$ cat config.mk
export PLATFORM = sky130hd
export DESIGN_NAME = ps2_host_tx_flat
export DESIGN_NICKNAME = d
export VERILOG_FILES = /design/src/rtl/ps2_host_tx_if.sv /design/src/rtl/ps2_host_tx.sv /design/src/flat_wrapper.sv
export SDC_FILE = /design/constraint.sdc
export NUM_CORES = 1
export LEC_CHECK = 0
export CORE_AREA = 2 2 100 83
export DETAILED_ROUTE_END_ITERATION = 10
export DIE_AREA = 0 0 102 85
export PLACE_DENSITY = 0.66
export SLEW_MARGIN = 20
export SYNTH_ARGS = -nofsm -noshare
export SYNTH_HDL_FRONTEND = slang
export SYNTH_SLANG_ARGS = --single-unit
$ cat constraint.sdc
create_clock -name clk -period 8.28 [get_ports clk]
set_input_delay 1.656 -clock clk [delete_from_list [all_inputs] [get_ports clk]]
set_output_delay 1.656 -clock clk [all_outputs]
set_load 0.03 [all_outputs]
$ cat src/rtl/ps2_host_tx_if.sv
// Command-side bus of the PS/2 host transmitter: byte request/accept plus status.
// The master issues commands; the slave (transmitter) reports ready/busy/done/error.
interface ps2_host_tx_if;
  logic [7:0] cmd_data;
  logic       cmd_valid;
  logic       cmd_ready;
  logic       busy;
  logic       done;
  logic       error;

  modport master (
    output cmd_data,
    output cmd_valid,
    input  cmd_ready,
    input  busy,
    input  done,
    input  error
  );

  modport slave (
    input  cmd_data,
    input  cmd_valid,
    output cmd_ready,
    output busy,
    output done,
    output error
  );
endinterface

$ cat src/rtl/ps2_host_tx.sv
// PS/2 host-to-device byte transmitter: inhibit, request-to-send, clock out
// data/parity/stop on device falling edges, then check ACK and wait for idle.
module ps2_host_tx #(
  parameter int unsigned INHIBIT_CYCLES = 5000,
  parameter int unsigned RTS_CYCLES     = 50,
  parameter int unsigned START_TIMEOUT  = 750000,
  parameter int unsigned BIT_TIMEOUT    = 100000
) (
  input  logic         clk,
  input  logic         reset,
  ps2_host_tx_if.slave cmd_if,
  input  logic         i_ps2_clk_in,
  input  logic         i_ps2_dat_in,
  output logic         o_ps2_clk_oe,
  output logic         o_ps2_dat_oe
);

  localparam int unsigned PH_MAX = (INHIBIT_CYCLES > RTS_CYCLES) ? INHIBIT_CYCLES : RTS_CYCLES;
  localparam int unsigned TO_MAX = (START_TIMEOUT > BIT_TIMEOUT) ? START_TIMEOUT : BIT_TIMEOUT;
  localparam int unsigned PH_W   = $clog2(PH_MAX + 1);
  localparam int unsigned TO_W   = $clog2(TO_MAX + 1);
  localparam int unsigned BIT_W  = 4;

  typedef enum logic [2:0] {
    IDLE,
    INHIBIT,
    RTS,
    SEND,
    WAIT_ACK,
    WAIT_IDLE
  } state_t;

  state_t             r_state;
  logic [7:0]         r_data;
  logic               r_parity;
  logic [BIT_W-1:0]   r_bit_cnt;
  logic [PH_W-1:0]    r_ph_cnt;
  logic [TO_W-1:0]    r_to_cnt;
  logic               r_clk_oe;
  logic               r_dat_oe;
  logic               r_ready;
  logic               r_busy;
  logic               r_done;
  logic               r_error;

  logic               r_clk_s1;
  logic               r_clk_s2;
  logic               r_clk_prev;
  logic               r_dat_s1;
  logic               r_dat_s2;

  state_t             w_state_nxt;
  logic [7:0]         w_data_nxt;
  logic               w_parity_nxt;
  logic [BIT_W-1:0]   w_bit_nxt;
  logic [PH_W-1:0]    w_ph_nxt;
  logic [TO_W-1:0]    w_to_nxt;
  logic               w_clk_oe_nxt;
  logic               w_dat_oe_nxt;
  logic               w_done_nxt;
  logic               w_error_nxt;
  logic               w_timeout;
  logic [TO_W-1:0]    w_to_limit;
  logic               w_fall;

  // Two-flop synchronizers; line idle level is high.
  always_ff @(posedge clk) begin
    if (reset) begin
      r_clk_s1   <= 1'b1;
      r_clk_s2   <= 1'b1;
      r_clk_prev <= 1'b1;
      r_dat_s1   <= 1'b1;
      r_dat_s2   <= 1'b1;
    end else begin
      r_clk_s1   <= i_ps2_clk_in;
      r_clk_s2   <= r_clk_s1;
      r_clk_prev <= r_clk_s2;
      r_dat_s1   <= i_ps2_dat_in;
      r_dat_s2   <= r_dat_s1;
    end
  end

  assign w_fall = r_clk_prev & ~r_clk_s2;

  // First device edge may take much longer than the inter-bit gap.
  assign w_to_limit = ((r_state == SEND) && (r_bit_cnt == BIT_W'(0)))
                    ? TO_W'(START_TIMEOUT) : TO_W'(BIT_TIMEOUT);

  // State register and registered outputs.
  always_ff @(posedge clk) begin
    if (reset) begin
      r_state   <= IDLE;
      r_data    <= 8'h00;
      r_parity  <= 1'b0;
      r_bit_cnt <= '0;
      r_ph_cnt  <= '0;
      r_to_cnt  <= '0;
      r_clk_oe  <= 1'b0;
      r_dat_oe  <= 1'b0;
      r_ready   <= 1'b1;
      r_busy    <= 1'b0;
      r_done    <= 1'b0;
      r_error   <= 1'b0;
    end else begin
      r_state   <= w_state_nxt;
      r_data    <= w_data_nxt;
      r_parity  <= w_parity_nxt;
      r_bit_cnt <= w_bit_nxt;
      r_ph_cnt  <= w_ph_nxt;
      r_to_cnt  <= w_to_nxt;
      r_clk_oe  <= w_clk_oe_nxt;
      r_dat_oe  <= w_dat_oe_nxt;
      r_ready   <= (w_state_nxt == IDLE);
      r_busy    <= (w_state_nxt != IDLE);
      r_done    <= w_done_nxt;
      r_error   <= w_error_nxt;
    end
  end

  // Next-state and next-output logic.
  always_comb begin
    w_state_nxt  = r_state;
    w_data_nxt   = r_data;
    w_parity_nxt = r_parity;
    w_bit_nxt    = r_bit_cnt;
    w_ph_nxt     = r_ph_cnt;
    w_to_nxt     = r_to_cnt;
    w_clk_oe_nxt = r_clk_oe;
    w_dat_oe_nxt = r_dat_oe;
    w_done_nxt   = 1'b0;
    w_error_nxt  = 1'b0;
    w_timeout    = 1'b0;

    if (r_state == IDLE) begin
      w_clk_oe_nxt = 1'b0;
      w_dat_oe_nxt = 1'b0;
      if (cmd_if.cmd_valid && r_ready) begin
        w_data_nxt   = cmd_if.cmd_data;
        w_parity_nxt = ~^cmd_if.cmd_data;
        w_bit_nxt    = '0;
        w_ph_nxt     = '0;
        w_to_nxt     = '0;
        w_clk_oe_nxt = 1'b1;
        w_state_nxt  = INHIBIT;
      end
    end else if (r_state == INHIBIT) begin
      if (r_ph_cnt == PH_W'(INHIBIT_CYCLES - 1)) begin
        w_ph_nxt     = '0;
        w_dat_oe_nxt = 1'b1;
        w_state_nxt  = RTS;
      end else begin
        w_ph_nxt = r_ph_cnt + PH_W'(1);
      end
    end else if (r_state == RTS) begin
      // Release clock while keeping data low as the start bit.
      if (r_ph_cnt == PH_W'(RTS_CYCLES - 1)) begin
        w_ph_nxt     = '0;
        w_to_nxt     = '0;
        w_bit_nxt    = '0;
        w_clk_oe_nxt = 1'b0;
        w_state_nxt  = SEND;
      end else begin
        w_ph_nxt = r_ph_cnt + PH_W'(1);
      end
    end else begin
      // SEND, WAIT_ACK, WAIT_IDLE share the edge-restarted watchdog.
      if (w_fall) begin
        w_to_nxt = '0;
      end else if (r_to_cnt >= w_to_limit) begin
        w_timeout = 1'b1;
      end else begin
        w_to_nxt = r_to_cnt + TO_W'(1);
      end

      if (w_timeout) begin
        w_to_nxt     = '0;
        w_clk_oe_nxt = 1'b0;
        w_dat_oe_nxt = 1'b0;
        w_error_nxt  = 1'b1;
        w_state_nxt  = IDLE;
      end else if (r_state == SEND) begin
        if (w_fall) begin
          w_bit_nxt = r_bit_cnt + BIT_W'(1);
          if (r_bit_cnt < BIT_W'(8)) begin
            w_dat_oe_nxt = ~r_data[r_bit_cnt[2:0]];
          end else if (r_bit_cnt == BIT_W'(8)) begin
            w_dat_oe_nxt = ~r_parity;
          end else begin
            w_dat_oe_nxt = 1'b0;
            w_state_nxt  = WAIT_ACK;
          end
        end
      end else if (r_state == WAIT_ACK) begin
        if (w_fall) begin
          if (!r_dat_s2) begin
            w_state_nxt = WAIT_IDLE;
          end else begin
            w_clk_oe_nxt = 1'b0;
            w_dat_oe_nxt = 1'b0;
            w_error_nxt  = 1'b1;
            w_state_nxt  = IDLE;
          end
        end
      end else begin
        if (r_clk_s2 && r_dat_s2) begin
          w_done_nxt  = 1'b1;
          w_state_nxt = IDLE;
        end
      end
    end
  end

  assign o_ps2_clk_oe     = r_clk_oe;
  assign o_ps2_dat_oe     = r_dat_oe;
  assign cmd_if.cmd_ready = r_ready;
  assign cmd_if.busy      = r_busy;
  assign cmd_if.done      = r_done;
  assign cmd_if.error     = r_error;

endmodule
$ cat src/flat_wrapper.sv
// flat-port wrapper written by rule: the top's interface ports become plain ports
module ps2_host_tx_flat 
#(
  parameter int unsigned INHIBIT_CYCLES = 5000,
  parameter int unsigned RTS_CYCLES     = 50,
  parameter int unsigned START_TIMEOUT  = 750000,
  parameter int unsigned BIT_TIMEOUT    = 100000
)
  (clk, reset, i_ps2_clk_in, i_ps2_dat_in, o_ps2_clk_oe, o_ps2_dat_oe, cmd_if_cmd_data, cmd_if_cmd_valid, cmd_if_cmd_ready, cmd_if_busy, cmd_if_done, cmd_if_error);
  ps2_host_tx_if cmd_if_i ();
  input  logic clk;
  input  logic reset;
  input  logic i_ps2_clk_in;
  input  logic i_ps2_dat_in;
  output logic o_ps2_clk_oe;
  output logic o_ps2_dat_oe;
  input wire logic [$bits(cmd_if_i.cmd_data)-1:0] cmd_if_cmd_data;
  input wire logic [$bits(cmd_if_i.cmd_valid)-1:0] cmd_if_cmd_valid;
  output wire logic [$bits(cmd_if_i.cmd_ready)-1:0] cmd_if_cmd_ready;
  output wire logic [$bits(cmd_if_i.busy)-1:0] cmd_if_busy;
  output wire logic [$bits(cmd_if_i.done)-1:0] cmd_if_done;
  output wire logic [$bits(cmd_if_i.error)-1:0] cmd_if_error;
  assign cmd_if_i.cmd_data = cmd_if_cmd_data;
  assign cmd_if_i.cmd_valid = cmd_if_cmd_valid;
  assign cmd_if_cmd_ready = cmd_if_i.cmd_ready;
  assign cmd_if_busy = cmd_if_i.busy;
  assign cmd_if_done = cmd_if_i.done;
  assign cmd_if_error = cmd_if_i.error;
  ps2_host_tx #(.INHIBIT_CYCLES(INHIBIT_CYCLES), .RTS_CYCLES(RTS_CYCLES), .START_TIMEOUT(START_TIMEOUT), .BIT_TIMEOUT(BIT_TIMEOUT)) u_core (.clk(clk), .reset(reset), .cmd_if(cmd_if_i), .i_ps2_clk_in(i_ps2_clk_in), .i_ps2_dat_in(i_ps2_dat_in), .o_ps2_clk_oe(o_ps2_clk_oe), .o_ps2_dat_oe(o_ps2_dat_oe));
endmodule
==> flow_metrics.py <==
metrics = {
    "detailed_routing": {
        "drt-pass1-iter-count": 4,
        "drc": 0,
        "wl_um": 7320,
        "ant_nets": 0,
        "vias": 2845,
        "wire_per_inst_um": 13.9,
        "drtIter0Drc": 199,
        "via_per_inst": 5.39,
    },
    "power_and_ir_drop": {
        "p_int_mw": 0.502,
        "seq_power_share": 0.460,
        "power_mw": 0.661,
        "ir_drop_mv": 0.129,
        "power.switching_mw": 0.159,
        "switching_share": 0.241,
        "clockPowerShare": 0.437,
        "p_comb_frac": 0.103,
        "power_density_nw_per_um2": 174,
        "p_leak_nw": 1.36,
    },
    "clocking": {
        "clockRootBuffer": "clkbuf_8",
        "cts_setup_buffers": 0,
        "path_clk_slew_ps": 70,
        "cts_buffers": 9,
        "cts_resized": 0,
        "htree_levels": 3,
        "cts_max_path_buffers": 2,
        "hold_buffers": 0,
        "clock_sinks": 60,
        "clk_latency_ps": 350,
        "cts_tree": "done",
    },
    "sta": {
        "worstMarginPinSlew_ps": 799,
        "finalSetupTns_ps": 0,
        "finalMaxSlewViolations": 0,
        "final_hold_viol_count": 0,
        "slew-limit-headroom": 0.462,
        "final.setup_skew_ps": 9.45,
        "rsz0062_at_grt": "no",
        "period_needed_ps": 3740,
        "finalSetupViolations": 0,
        "period_share": 0.451,
        "fmax_mhz": 268,
        "setup_slack_ps": 4540,
    },
    "yosys": {
        "synth_top_cell_by_area": "dfxtp_1",
        "synth_seq_cells": 60,
        "synthCells": 402,
        "ys.flop_type": "dfxtp_1",
        "synth.top_cells.by_area": "dfxtp_1, nor2_1, ha_1, xnor2_1, nand2_1",
        "synth_cell_types": 64,
        "yosysTopAreaCellShare": 0.357,
        "avgSynthCellArea_um2": 8.37,
        "yosys_warnings": 0,
        "synth_nets": 431,
        "synthesis.area_um2": 3360,
        "synth-seq-area-share": 0.357,
        "async_flop_share": 0,
        "synth_edf_count": 0,
    },
    "global_route": {
        "grt.total_usage": 0.179,
        "grt_max_degree": 37,
        "gr-total-overflow": 0,
        "antenna_found_initial": 0,
        "grt_pass1_vias": 2595,
        "grt_pass1_wl_um": 12200,
    },
    "worst_setup_path": {
        "required_ps": 8480,
        "startpoint_type": "flip-flop",
        "crit_fanout": 18,
        "critPathMostFrequentCell": "nor2_1",
        "crit_buf_inv": 0,
        "slowest_delay_ps": 660,
        "crit_arrival_ps": 3940,
        "crit_path_end_kind": "flip-flop",
        "crit_family": "simple AND/OR/NAND/NOR gates",
        "cp_cell_sequence": "nand2b_1 -> nor3b_1 -> nand3b_1 -> ha_1 -> nand4b_1 -> nor2_1 -> o311ai_0 -> and3_1 -> a21oi_2 -> nor2_1",
        "critPathSlowestCell": "a21oi_2",
        "path_class": "flip-flop to flip-flop",
    },
    "place": {
        "placed_cells": 512,
        "dp_slack_ps": 4360,
        "place_congestion": 0.825,
        "dpl.hpwl_um": 5130,
        "portBuffers": 18,
    },
    "cells_and_area": {
        "final_common_cell": "dfxtp_1",
        "syn_to_final_growth_pct": 13.0,
        "diodes": 0,
        "mostFrequentLayoutCells": "dfxtp_1, nor2_1, nand2_1",
        "drive_gt1_frac": 0.0952,
        "instances_no_fill": 528,
        "nets": 444,
    },
    "floorplan": {
        "die_w_um": 102,
        "rows": 29,
        "die-area_um2": 8670,
        "core_um2": 7690,
        "die_h_um": 85,
        "ios": 19,
        "initial_core_util": 0.437,
    },
    "hold_path": {
        "min_path_type": "flip-flop to flip-flop",
    },
    "run": {
        "cap_violations": 0,
    },
    "outcome": {
        "status": "finished, final reports clean",
    },
}
## per-stage QoR
step / cell area, um2 / util / hold WS [ps]
finish: 3800 / 0.494 / 410
CTS: 3800 / 0.494 / 412
global route: 3800 / 0.494 / 421
global placement: 3580 / 0.466 / 398
floorplan: 3360 / - / 389
detailed placement: 3580 / 0.466 / 396
## cell usage after synthesis (7+ instances only)
master    count
dfxtp_1      60
nor2_1       55
nand2_1      39
a21oi_1      21
xnor2_1      20
ha_1         16
nand3_1      14
o21ai_0      13
xor2_1       13
inv_1        12
nand2b_1      9
nand4_1       9
nor3_1        9
clkbuf_1      8
nor2b_1       7
## worst register-to-register path, delay by kind of cell (launching register included)
| family | cells | cell delay [ps] |
|---|---|---|
| AO/OA/AOI/OAI | 2 | 850 |
| adder cells (fa/ha/maj) | 1 | 450 |
| flip-flops | 1 | 620 |
| AND/OR/NAND/NOR | 7 | 1680 |
## cell families after synthesis
logic type / share of synthesized area
AND/OR/NAND/NOR: 0.290
AO/OA/AOI/OAI: 0.147
flip-flops: 0.357
XOR/XNOR: 0.0859
buffers and inverters: 0.0439
adder cells (fa/ha/maj): 0.0595
multiplexers: 0.0164
## state kept, by name (all words and copies together), names as in the netlist, 3 cells and up
name,flops
u_core.r_ph_cnt,13
u_core.r_data,8
u_core.r_state,3
u_core.r_to_cnt,20
u_core.r_bit_cnt,4
## layer usage
| layer | wire, um | vias to the layer above | GRT usage |
|---|---|---|---|
| met1 | 3600 | 1317 | 0.240 |
| met4 | 108 | 0 | 0.0667 |
| met2 | 3220 | 69 | 0.270 |
| li1 | - | 1450 | - |
| met5 | 0 | - | 0 |
| met3 | 387 | 9 | 0.0577 |
## power by group through the flow
stage | clock [mW] | sequential [mW] | combinational, mW
global placement | 0 | 0.310 | 0.0669
finish | 0.289 | 0.304 | 0.0683
CTS | 0.297 | 0.304 | 0.0683
floorplan | 0 | 0.310 | 0.0490
detailed placement | 0 | 0.310 | 0.0679
global route | 0.314 | 0.305 | 0.0747
## path summary, 6_finish.rpt
kind / start / slack, ps / cells past startpoint / end
worst min-delay path: u_core.r_clk_s1 / 410 / 1 / u_core.r_clk_s2
worst min register to register: u_core.r_clk_s1 / 410 / 1 / u_core.r_clk_s2
worst max-delay path: u_core.r_state[1] / 4540 / 10 / u_core.r_to_cnt[0]
worst max register to register: u_core.r_state[1] / 4540 / 10 / u_core.r_to_cnt[0]
## cell type report
class	count	area (um2)
tap	108	135
clock buffer	11	141
timing repair buffer	19	188
multi-input combinational	313	2010
inverter	12	45.0
sequential	60	1200
clock inverter	5	75.1
fill	760	3890
No activity file was read; power rests on OpenSTA's default activity.
